[config.mk]
export PLATFORM = sky130hd
export DESIGN_NAME = idex_reg_flat
export DESIGN_NICKNAME = d
export VERILOG_FILES = /design/src/rtl/idex_reg_pkg.sv /design/src/rtl/idex_reg_if.sv /design/src/rtl/idex_reg_sat_counter.sv /design/src/rtl/idex_reg.sv /design/src/flat_wrapper.sv
export SDC_FILE = /design/constraint.sdc
export NUM_CORES = 1
export LEC_CHECK = 0
export ABC_AREA = 1
export BUFFER_PORTS_ARGS = -buffer_cell sky130_fd_sc_hd__buf_4
export CAP_MARGIN = 20
export CORE_ASPECT_RATIO = 1.2
export CORE_MARGIN = 5
export CORE_UTILIZATION = 34
export CTS_CLUSTER_DIAMETER = 200
export DETAILED_ROUTE_END_ITERATION = 10
export HOLD_SLACK_MARGIN = 0.15
export PLACE_DENSITY = 0.64
export SLEW_MARGIN = 20
export SYNTH_ARGS = -nofsm -noshare
export SYNTH_HDL_FRONTEND = slang
export SYNTH_SLANG_ARGS = --single-unit
[constraint.sdc]
create_clock -name clk -period 10.9 [get_ports clk]
set_input_delay 2.18 -clock clk [delete_from_list [all_inputs] [get_ports clk]]
set_output_delay 2.18 -clock clk [all_outputs]
set_load 0.05 [all_outputs]
[src/rtl/idex_reg_pkg.sv]
// idex_reg_pkg: shared processor definitions for decode, ID/EX register and EX.
package idex_reg_pkg;
    localparam int DW_DEF = 32;
    localparam int CTRL_W = 9;

    typedef enum logic [1:0] {
        ALU_ADD   = 2'b00,
        ALU_SUB   = 2'b01,
        ALU_RTYPE = 2'b10,
        ALU_IMM   = 2'b11
    } aluop_e;

    typedef struct packed {
        logic   reg_dst;
        logic   alu_src;
        logic   mem_to_reg;
        logic   reg_write;
        logic   mem_read;
        logic   mem_write;
        logic   branch;
        aluop_e alu_op;
    } ctrl_t;
endpackage

[src/rtl/idex_reg_if.sv]
// idex_reg_if: ID-side inputs, EX-side outputs and hazard feedback of the ID/EX register.
interface idex_reg_if import idex_reg_pkg::*; #(parameter int DW = DW_DEF, parameter int CW = 16);
    logic          HazardMux, flush;
    logic          ID_RegDst, ID_ALUSrc, ID_MemtoReg, ID_RegWrite, ID_MemRead, ID_MemWrite, ID_Branch;
    logic [1:0]    ID_ALUOp;
    logic [4:0]    ID_rs, ID_rt, ID_rd;
    logic [DW-1:0] ID_rdata1, ID_rdata2, ID_signext, ID_pc4;
    logic          EX_RegDst, EX_ALUSrc, EX_MemtoReg, EX_RegWrite, EX_MemRead, EX_MemWrite, EX_Branch;
    logic [1:0]    EX_ALUOp;
    logic [4:0]    EX_rs, EX_rt, EX_rd;
    logic [DW-1:0] EX_rdata1, EX_rdata2, EX_signext, EX_pc4;
    logic [4:0]    IDEX_rt;
    logic          memread, bubble_q;
    logic [CW-1:0] bubble_count;

    modport master (
        output HazardMux, flush, ID_RegDst, ID_ALUSrc, ID_MemtoReg, ID_RegWrite, ID_MemRead,
               ID_MemWrite, ID_Branch, ID_ALUOp, ID_rs, ID_rt, ID_rd, ID_rdata1, ID_rdata2,
               ID_signext, ID_pc4,
        input  EX_RegDst, EX_ALUSrc, EX_MemtoReg, EX_RegWrite, EX_MemRead, EX_MemWrite, EX_Branch,
               EX_ALUOp, EX_rs, EX_rt, EX_rd, EX_rdata1, EX_rdata2, EX_signext, EX_pc4,
               IDEX_rt, memread, bubble_q, bubble_count
    );
    modport slave (
        input  HazardMux, flush, ID_RegDst, ID_ALUSrc, ID_MemtoReg, ID_RegWrite, ID_MemRead,
               ID_MemWrite, ID_Branch, ID_ALUOp, ID_rs, ID_rt, ID_rd, ID_rdata1, ID_rdata2,
               ID_signext, ID_pc4,
        output EX_RegDst, EX_ALUSrc, EX_MemtoReg, EX_RegWrite, EX_MemRead, EX_MemWrite, EX_Branch,
               EX_ALUOp, EX_rs, EX_rt, EX_rd, EX_rdata1, EX_rdata2, EX_signext, EX_pc4,
               IDEX_rt, memread, bubble_q, bubble_count
    );
endinterface

[src/rtl/idex_reg_sat_counter.sv]
// sat_counter: up-counter that sticks at its all-ones value instead of wrapping.
module sat_counter #(parameter int CW = 16) (
    input  logic          clk,
    input  logic          reset,
    input  logic          inc,
    output logic [CW-1:0] count
);
    logic [CW-1:0] count_d, count_q;

    always_comb count_d = (inc && count_q != '1) ? count_q + CW'(1) : count_q;

    always_ff @(posedge clk or posedge reset)
        if (reset) count_q <= '0;
        else count_q <= count_d;

    assign count = count_q;
endmodule

[src/rtl/idex_reg.sv]
// idex_reg: ID/EX pipeline register; a stall or flush zeroes only the control bundle.
module idex_reg import idex_reg_pkg::*; #(parameter int DW = DW_DEF, parameter int CW = 16) (
    input logic       clk,
    input logic       reset,
    idex_reg_if.slave bus
);
    logic          bubble_d, bubble_q;
    ctrl_t         ctrl_d, ctrl_q;
    logic [4:0]    rs_q, rt_q, rd_q;
    logic [DW-1:0] rdata1_q, rdata2_q, signext_q, pc4_q;

    assign bubble_d = bus.HazardMux | bus.flush;

    always_comb ctrl_d = bubble_d ? '0 : ctrl_t'({bus.ID_RegDst, bus.ID_ALUSrc, bus.ID_MemtoReg,
        bus.ID_RegWrite, bus.ID_MemRead, bus.ID_MemWrite, bus.ID_Branch, bus.ID_ALUOp});

    // Operands keep flowing through a bubble; only control is squashed.
    always_ff @(posedge clk or posedge reset)
        if (reset) begin
            bubble_q  <= 1'b0;
            ctrl_q    <= '0;
            rs_q      <= '0;
            rt_q      <= '0;
            rd_q      <= '0;
            rdata1_q  <= '0;
            rdata2_q  <= '0;
            signext_q <= '0;
            pc4_q     <= '0;
        end else begin
            bubble_q  <= bubble_d;
            ctrl_q    <= ctrl_d;
            rs_q      <= bus.ID_rs;
            rt_q      <= bus.ID_rt;
            rd_q      <= bus.ID_rd;
            rdata1_q  <= bus.ID_rdata1;
            rdata2_q  <= bus.ID_rdata2;
            signext_q <= bus.ID_signext;
            pc4_q     <= bus.ID_pc4;
        end

    sat_counter #(.CW(CW)) u_cnt (.clk(clk), .reset(reset), .inc(bubble_d), .count(bus.bubble_count));

    assign {bus.EX_RegDst, bus.EX_ALUSrc, bus.EX_MemtoReg, bus.EX_RegWrite, bus.EX_MemRead,
            bus.EX_MemWrite, bus.EX_Branch, bus.EX_ALUOp} = ctrl_q;
    assign bus.EX_rs      = rs_q;
    assign bus.EX_rt      = rt_q;
    assign bus.EX_rd      = rd_q;
    assign bus.EX_rdata1  = rdata1_q;
    assign bus.EX_rdata2  = rdata2_q;
    assign bus.EX_signext = signext_q;
    assign bus.EX_pc4     = pc4_q;
    assign bus.IDEX_rt    = rt_q;
    assign bus.memread    = ctrl_q.mem_read;
    assign bus.bubble_q   = bubble_q;
endmodule

[src/flat_wrapper.sv]
// flat-port wrapper written by rule: the top's interface ports become plain ports
module idex_reg_flat import idex_reg_pkg::*;
#(parameter int DW = DW_DEF, parameter int CW = 16)
  (clk, reset, bus_HazardMux, bus_flush, bus_ID_RegDst, bus_ID_ALUSrc, bus_ID_MemtoReg, bus_ID_RegWrite, bus_ID_MemRead, bus_ID_MemWrite, bus_ID_Branch, bus_ID_ALUOp, bus_ID_rs, bus_ID_rt, bus_ID_rd, bus_ID_rdata1, bus_ID_rdata2, bus_ID_signext, bus_ID_pc4, bus_EX_RegDst, bus_EX_ALUSrc, bus_EX_MemtoReg, bus_EX_RegWrite, bus_EX_MemRead, bus_EX_MemWrite, bus_EX_Branch, bus_EX_ALUOp, bus_EX_rs, bus_EX_rt, bus_EX_rd, bus_EX_rdata1, bus_EX_rdata2, bus_EX_signext, bus_EX_pc4, bus_IDEX_rt, bus_memread, bus_bubble_q, bus_bubble_count);
  idex_reg_if #(.DW(DW), .CW(CW)) bus_i ();
  input logic clk;
  input logic reset;
  input wire logic [$bits(bus_i.HazardMux)-1:0] bus_HazardMux;
  input wire logic [$bits(bus_i.flush)-1:0] bus_flush;
  input wire logic [$bits(bus_i.ID_RegDst)-1:0] bus_ID_RegDst;
  input wire logic [$bits(bus_i.ID_ALUSrc)-1:0] bus_ID_ALUSrc;
  input wire logic [$bits(bus_i.ID_MemtoReg)-1:0] bus_ID_MemtoReg;
  input wire logic [$bits(bus_i.ID_RegWrite)-1:0] bus_ID_RegWrite;
  input wire logic [$bits(bus_i.ID_MemRead)-1:0] bus_ID_MemRead;
  input wire logic [$bits(bus_i.ID_MemWrite)-1:0] bus_ID_MemWrite;
  input wire logic [$bits(bus_i.ID_Branch)-1:0] bus_ID_Branch;
  input wire logic [$bits(bus_i.ID_ALUOp)-1:0] bus_ID_ALUOp;
  input wire logic [$bits(bus_i.ID_rs)-1:0] bus_ID_rs;
  input wire logic [$bits(bus_i.ID_rt)-1:0] bus_ID_rt;
  input wire logic [$bits(bus_i.ID_rd)-1:0] bus_ID_rd;
  input wire logic [$bits(bus_i.ID_rdata1)-1:0] bus_ID_rdata1;
  input wire logic [$bits(bus_i.ID_rdata2)-1:0] bus_ID_rdata2;
  input wire logic [$bits(bus_i.ID_signext)-1:0] bus_ID_signext;
  input wire logic [$bits(bus_i.ID_pc4)-1:0] bus_ID_pc4;
  output wire logic [$bits(bus_i.EX_RegDst)-1:0] bus_EX_RegDst;
  output wire logic [$bits(bus_i.EX_ALUSrc)-1:0] bus_EX_ALUSrc;
  output wire logic [$bits(bus_i.EX_MemtoReg)-1:0] bus_EX_MemtoReg;
  output wire logic [$bits(bus_i.EX_RegWrite)-1:0] bus_EX_RegWrite;
  output wire logic [$bits(bus_i.EX_MemRead)-1:0] bus_EX_MemRead;
  output wire logic [$bits(bus_i.EX_MemWrite)-1:0] bus_EX_MemWrite;
  output wire logic [$bits(bus_i.EX_Branch)-1:0] bus_EX_Branch;
  output wire logic [$bits(bus_i.EX_ALUOp)-1:0] bus_EX_ALUOp;
  output wire logic [$bits(bus_i.EX_rs)-1:0] bus_EX_rs;
  output wire logic [$bits(bus_i.EX_rt)-1:0] bus_EX_rt;
  output wire logic [$bits(bus_i.EX_rd)-1:0] bus_EX_rd;
  output wire logic [$bits(bus_i.EX_rdata1)-1:0] bus_EX_rdata1;
  output wire logic [$bits(bus_i.EX_rdata2)-1:0] bus_EX_rdata2;
  output wire logic [$bits(bus_i.EX_signext)-1:0] bus_EX_signext;
  output wire logic [$bits(bus_i.EX_pc4)-1:0] bus_EX_pc4;
  output wire logic [$bits(bus_i.IDEX_rt)-1:0] bus_IDEX_rt;
  output wire logic [$bits(bus_i.memread)-1:0] bus_memread;
  output wire logic [$bits(bus_i.bubble_q)-1:0] bus_bubble_q;
  output wire logic [$bits(bus_i.bubble_count)-1:0] bus_bubble_count;
  assign bus_i.HazardMux = bus_HazardMux;
  assign bus_i.flush = bus_flush;
  assign bus_i.ID_RegDst = bus_ID_RegDst;
  assign bus_i.ID_ALUSrc = bus_ID_ALUSrc;
  assign bus_i.ID_MemtoReg = bus_ID_MemtoReg;
  assign bus_i.ID_RegWrite = bus_ID_RegWrite;
  assign bus_i.ID_MemRead = bus_ID_MemRead;
  assign bus_i.ID_MemWrite = bus_ID_MemWrite;
  assign bus_i.ID_Branch = bus_ID_Branch;
  assign bus_i.ID_ALUOp = bus_ID_ALUOp;
  assign bus_i.ID_rs = bus_ID_rs;
  assign bus_i.ID_rt = bus_ID_rt;
  assign bus_i.ID_rd = bus_ID_rd;
  assign bus_i.ID_rdata1 = bus_ID_rdata1;
  assign bus_i.ID_rdata2 = bus_ID_rdata2;
  assign bus_i.ID_signext = bus_ID_signext;
  assign bus_i.ID_pc4 = bus_ID_pc4;
  assign bus_EX_RegDst = bus_i.EX_RegDst;
  assign bus_EX_ALUSrc = bus_i.EX_ALUSrc;
  assign bus_EX_MemtoReg = bus_i.EX_MemtoReg;
  assign bus_EX_RegWrite = bus_i.EX_RegWrite;
  assign bus_EX_MemRead = bus_i.EX_MemRead;
  assign bus_EX_MemWrite = bus_i.EX_MemWrite;
  assign bus_EX_Branch = bus_i.EX_Branch;
  assign bus_EX_ALUOp = bus_i.EX_ALUOp;
  assign bus_EX_rs = bus_i.EX_rs;
  assign bus_EX_rt = bus_i.EX_rt;
  assign bus_EX_rd = bus_i.EX_rd;
  assign bus_EX_rdata1 = bus_i.EX_rdata1;
  assign bus_EX_rdata2 = bus_i.EX_rdata2;
  assign bus_EX_signext = bus_i.EX_signext;
  assign bus_EX_pc4 = bus_i.EX_pc4;
  assign bus_IDEX_rt = bus_i.IDEX_rt;
  assign bus_memread = bus_i.memread;
  assign bus_bubble_q = bus_i.bubble_q;
  assign bus_bubble_count = bus_i.bubble_count;
  idex_reg #(.DW(DW), .CW(CW)) u_core (.clk(clk), .reset(reset), .bus(bus_i));
endmodule
==> results.tsv, run 1 <==
metric	value	unit
post_route_cells_drive_above_1_share	54.20	%
cts_htree_levels	4	
postSynthNetCount	492	
cpMaxStageDelayCell	buf_4	
most-common-layout-cells	buf_4 (331), dfrtp_1 (169), nand2_1 (68), nor2_1 (27), inv_1 (27)	
die_height	142.8	µm
grt_use_total	18.26	%
vias	3730	
finalWeightedCongestion	0.8407	
via_cell_ratio	4.312	
max_freq	0.2975	GHz
ctsResizeCount	0	
timing.rr.start	u_core.u_cnt.count[0]	
layout_setup_ws	7539	ps
antenna_violating_nets_post_route	0	
drv.max_cap_violation_count	0	
path_delay_family	buffers and inverters	
drt_drc_violations_left	0	
ys.flop_type	dfrtp_1	
cts_hold_buf	0	
synth_area_leader_cell	dfrtp_1	
finalSetupTns	0	ps
global_route.overflow_total	0	
synth_edf_count	0	
yosysSeqAreaShare	84.63	%
grt_first_pass_wirelength	22920	µm
drt-initial-drc-count	210	
yosys_warnings	0	
ff2ff_setup_slack	8880	ps
final.fill_count	1215	
synthTopCellsByArea	dfrtp_1 (85%), nand2_1 (5.1%), inv_1 (2.1%)	
route.final.wire_length	15790	µm
drt-wirelength-per-cell	18.26	µm
core_area	0.01441	mm²
synthToLayoutAreaGrowth	65.60	%
dp_hpwl	12750	µm
number_of_antenna_violations_at_the_first_check_in_global_routing	0	
worst_slew_pin_slew	892.2	ps
r2r_cells	8	
number_of_global_route_vias_before_repair	3943	
setup_viol	0	
total_leakage_power	4.313	nW
worst_path_most_repeated_cell	buf_4	
critical_path_class	in2async	
min_to	u_core.u_cnt.count[15]	
die_area	0.01723	mm²
hp-start	u_core.u_cnt.count[15]	
finClkSkew	7.137	ps
worst_setup_path_end_kind	async pin	
synth.ff_latch_count	169	
postSynthCellCount	335	
synth.lib_cells_used.distinct	20	
cts.clk_slew.worst_paths	70	ps
post_cts_buffers	0	
p_per_area	198.0	mW/mm²
syn_area_per_cell	14.92	µm²
pre_cts_setup_slack	7017	ps
mappedNetlistArea	0.004997	mm²
tritoncts_num_sinks	169	
rows	48	
worst_hold_path.num_cells	2	
dr.pass1.iters	4	
crit_required	11330	ps
setup_repair_after_global_routing_missed_its_margin	no	
clockBufferDepth	2	
clock_root_buffer_master	clkbuf_16	
cp_cell_sequence	buf_4, inv_6, buf_4	
post-route-min-period	3361	ps
status	finished clean	
fp.dieW	120.7	µm
critPathMaxFanout	98	
tritoncts_clock_tree	yes	
floorplan.io_pins	331	
insertion_delay	420	ps
path_buf_inv	3	
synth_top_cell_area_share	84.63	%
final_nets	834	
grt_max_degree	99	
maximum_resistive_drop_on_vdd	0.1166	mV
hold_viol	0	
numCtsBuffers	17	
min_path_type	reg2reg	
layout_worst_path_cycle_share	30.83	%
insertedDiodeCount	0	
critical_path.startpoint_type	input port	
mostFrequentLayoutCell	buf_4	
postSynth.asyncResetShare	100.0	%
arrival	3790	ps
final_max_slew_viol_count	0	
numPortBuffers	330	
delay_of_the_slowest_critical_path_stage	810	ps
timing.max_slew.rel_slack	40.30	%
start_util	34.67	%
rr_endpoint	u_core.u_cnt.count[7]	
[how the worst max path moves through the flow]
stage | startpoint | slack [ps] | cells after the start | to
2_1_floorplan | reset | 4140 | 1 | u_core.bus.EX_ALUOp[0]
3_3_place_gp | reset | 7080 | 3 | u_core.bus.EX_rdata1[18]
3_5_place_dp | reset | 7020 | 3 | u_core.bus.EX_rdata1[0]
4_1_cts | reset | 7470 | 3 | u_core.bus.EX_rdata1[7]
5_1_grt | reset | 7190 | 3 | u_core.bus.EX_rdata1[7]
6_report | reset | 7540 | 3 | u_core.bus.EX_pc4[8]
[state kept, by name, indices dropped and copies added, names as in the netlist, 2 cells and up]
| signal | cells |
|---|---|
| u_core.bus.EX_signext | 32 |
| u_core.bus.EX_pc4 | 32 |
| u_core.bus.EX_ALUOp | 2 |
| u_core.u_cnt.count | 16 |
| u_core.bus.EX_rs | 5 |
| u_core.bus.EX_rdata1 | 32 |
| u_core.bus.EX_rt | 5 |
| u_core.bus.EX_rd | 5 |
| u_core.bus.EX_rdata2 | 32 |
[routing by layer]
metal / up-vias / wire (µm) / global-route usage (%) / part of all wire (%)
li1: 1709 / - / - / -
met1: 1781 / 5385 / 19.26 / 34
met2: 213 / 8251 / 31.68 / 52
met3: 27 / 1783 / 8.360 / 11
met4: 0 / 372 / 7.518 / 2.4
met5: - / 0 / 0 / 0
[cell type report]
class	instances	area [µm²]	share of cell area, %
sequential	169	4229	51.10
tap	175	219.0	2.646
clock buffer	19	452.9	5.473
multi-input combinational	130	601.8	7.272
clock inverter	13	177.7	2.147
timing repair buffer	331	2485	30.03
inverter	28	110.1	1.331
[power by group]
group	total (mW)	internal [mW]	switching, mW	leakage, nW
clock network	0.632	0.380	0.252	0.314
registers	0.693	0.666	0.0269	2.01
logic	0.314	0.101	0.213	1.99
[metrics by stage]
| step | hold WS (ps) | cell area [µm²] | instances | utilization, % | total power, mW |
|---|---|---|---|---|---|
| after floorplan | 772.0 | 4997 | 335 | - | 0.8895 |
| after global placement | 510.4 | 7645 | 833 | 53.04 | 1.018 |
| after detailed placement | 514.5 | 7645 | 833 | 53.04 | 1.023 |
| after CTS | 530.0 | 8275 | 865 | 57.41 | 1.659 |
| after global routing | 586.3 | 8275 | 865 | 57.41 | 1.706 |
| final | 524.9 | 8275 | 865 | 57.41 | 1.639 |
[synthesized netlist by cell type (2+ instances only)]
library cell,count
nand3b_1,3
nand4_1,6
xnor2_1,2
nand3_1,11
dfrtp_1,169
nor2_2,2
o21ai_2,2
nand2_2,2
inv_1,28
buf_4,6
nand2_1,68
nand2_4,2
nor2_1,27
[worst min-delay path, stage by stage, from the launching register on]
cell and delay, ps:
dfrtp_1 390, nand2_1 60, nand2_1 40
[cell families after synthesis]
family	Yosys count	share of synthesized area, %
flops	169	84.63
compound gates	3	0.4506
simple gates	123	10.82
buf+inv	36	3.330
xor+xnor	3	0.5259
fa+ha+maj	1	0.2503
No activity file was read; power rests on OpenSTA's default activity.
==> run 2: changes to the inputs <==
==> constraint.sdc (replaced) <==
create_clock -name clk -period 3.1 [get_ports clk]
set_input_delay 0.62 -clock clk [delete_from_list [all_inputs] [get_ports clk]]
set_output_delay 0.62 -clock clk [all_outputs]
set_load 0.05 [all_outputs]
==> results.tsv, run 2 (synthesis gave the netlist of run 1 again) <==
metric	value	unit
status	finished clean	
dp_hpwl	13120	µm
rows	48	
finalSetupTns	0	ps
vias	3757	
tritoncts_clock_tree	yes	
ctsResizeCount	0	
drt_drc_violations_left	0	
path_delay_family	simple AND/OR/NAND/NOR gates	
synthToLayoutAreaGrowth	65.50	%
cts.clk_slew.worst_paths	60	ps
grt_max_degree	49	
timing.critical_path.from	u_core.u_cnt.count[0]	
number_of_global_route_vias_before_repair	4127	
fin_hold_ws	212.9	ps
critPathMaxFanout	11	
worst_slew_pin_slew	817.2	ps
core_area	0.01441	mm²
cp_cell_sequence	ha_1, inv_1, nor2_1, nand2_1, nor2_1, nor2_1, nand2_1, o21ai_2	
worst_setup_path_end_kind	flop	
critical_path_cell_count	8	
insertedDiodeCount	0	
drv.max_cap_violation_count	0	
final.fill_count	1212	
path_buf_inv	1	
arrival	2300	ps
r2r_cells	8	
worst_path_most_repeated_cell	nor2_1	
most-common-layout-cells	buf_4 (334), dfrtp_1 (169), nand2_1 (68), nor2_1 (27), inv_1 (27)	
final_nets	837	
die_area	0.01723	mm²
min_path_type	in2async	
rr_endpoint	u_core.u_cnt.count[7]	
endpoint	u_core.u_cnt.count[7]	
post-route-min-period	1956	ps
finClkSkew	3.450	ps
via_cell_ratio	4.338	
drt-wirelength-per-cell	18.49	µm
setup_repair_after_global_routing_missed_its_margin	no	
cts_hold_buf	0	
finalWeightedCongestion	0.7953	
grt_use_total	18.75	%
post_route_cells_drive_above_1_share	54.27	%
route.final.wire_length	16010	µm
numPortBuffers	330	
floorplan.io_pins	331	
setup_viol	0	
cpMaxStageDelayCell	nor2_1	
mostFrequentLayoutCell	buf_4	
start_util	34.67	%
total_leakage_power	4.293	nW
fin_total_pwr	5.659	mW
timing.rr.start	u_core.u_cnt.count[0]	
pre_cts_setup_slack	1149	ps
hold_viol	0	
cts_htree_levels	4	
antenna_violating_nets_post_route	0	
number_of_antenna_violations_at_the_first_check_in_global_routing	0	
p_per_area	684.2	mW/mm²
tritoncts_num_sinks	169	
clockBufferDepth	2	
delay_of_the_slowest_critical_path_stage	620	ps
crit_required	3440	ps
layout_setup_ws	1144	ps
maximum_resistive_drop_on_vdd	0.5608	mV
finish.utilization	57.38	%
layout_worst_path_cycle_share	63.11	%
dr.pass1.iters	4	
max_freq	0.5112	GHz
fp.dieW	120.7	µm
insertion_delay	410	ps
final_max_slew_viol_count	0	
timing.max_slew.rel_slack	45.32	%
clock_root_buffer_master	clkbuf_16	
critical_path_class	reg2reg	
die_height	142.8	µm
global_route.overflow_total	0	
drt-initial-drc-count	109	
post_cts_buffers	0	
critical_path.startpoint_type	flop	
ff2ff_setup_slack	1140	ps
numCtsBuffers	17	
grt_first_pass_wirelength	23710	µm
[run 2: final cells by class]
type | count | area (µm²) | share of cell area, %
clock buffers | 22 | 494.2 | 5.976
flip-flops and latches | 169 | 4229 | 51.13
well taps | 175 | 219.0 | 2.648
multi-input cells | 130 | 601.8 | 7.277
inverters | 28 | 108.9 | 1.316
repair buffers | 334 | 2507 | 30.32
clock inverters | 8 | 110.1 | 1.331
[run 2: routing by layer]
layer | GRT usage [%] | up-vias | routed length (µm)
met1 | 19.26 | 1804 | 5233
met4 | 6.444 | 0 | 333
met3 | 9.311 | 23 | 1892
li1 | - | 1716 | -
met5 | 0 | - | 0
met2 | 33.21 | 214 | 8550
[run 2: worst register-to-register path, delay by kind of cell (launching register included)]
family	cells	cell delay, ps
compound gates	1	90
fa+ha+maj	1	310
buf+inv	1	70
flops	1	460
simple gates	5	970
[run 2: worst min-delay path by stage]
stage                          startpoint  slack, ps                  endpoint  depth (start not counted)
finish                              reset        210  u_core.bus.EX_signext[8]                          2
global route                        reset        230  u_core.bus.EX_signext[8]                          2
CTS                                 reset        210  u_core.bus.EX_signext[8]                          2
detailed placement  u_core.u_cnt.count[8]        520     u_core.u_cnt.count[8]                          1
global placement    u_core.u_cnt.count[8]        510     u_core.u_cnt.count[8]                          1
floorplan                   bus_ID_pc4[0]        650      u_core.bus.EX_pc4[0]                          0
[run 2: stage by stage]
step | cell area [µm²] | instances
after floorplan | 5001 | 335
after global placement | 7666 | 836
after detailed placement | 7666 | 836
after CTS | 8270 | 866
after global routing | 8270 | 866
final | 8270 | 866
[run 2: report_power, final]
part	total (mW)	leakage [nW]	switching, mW	internal [mW]
logic	1.10	2.00	0.745	0.358
registers	2.43	2.01	0.0909	2.34
clock network	2.12	0.285	0.828	1.29
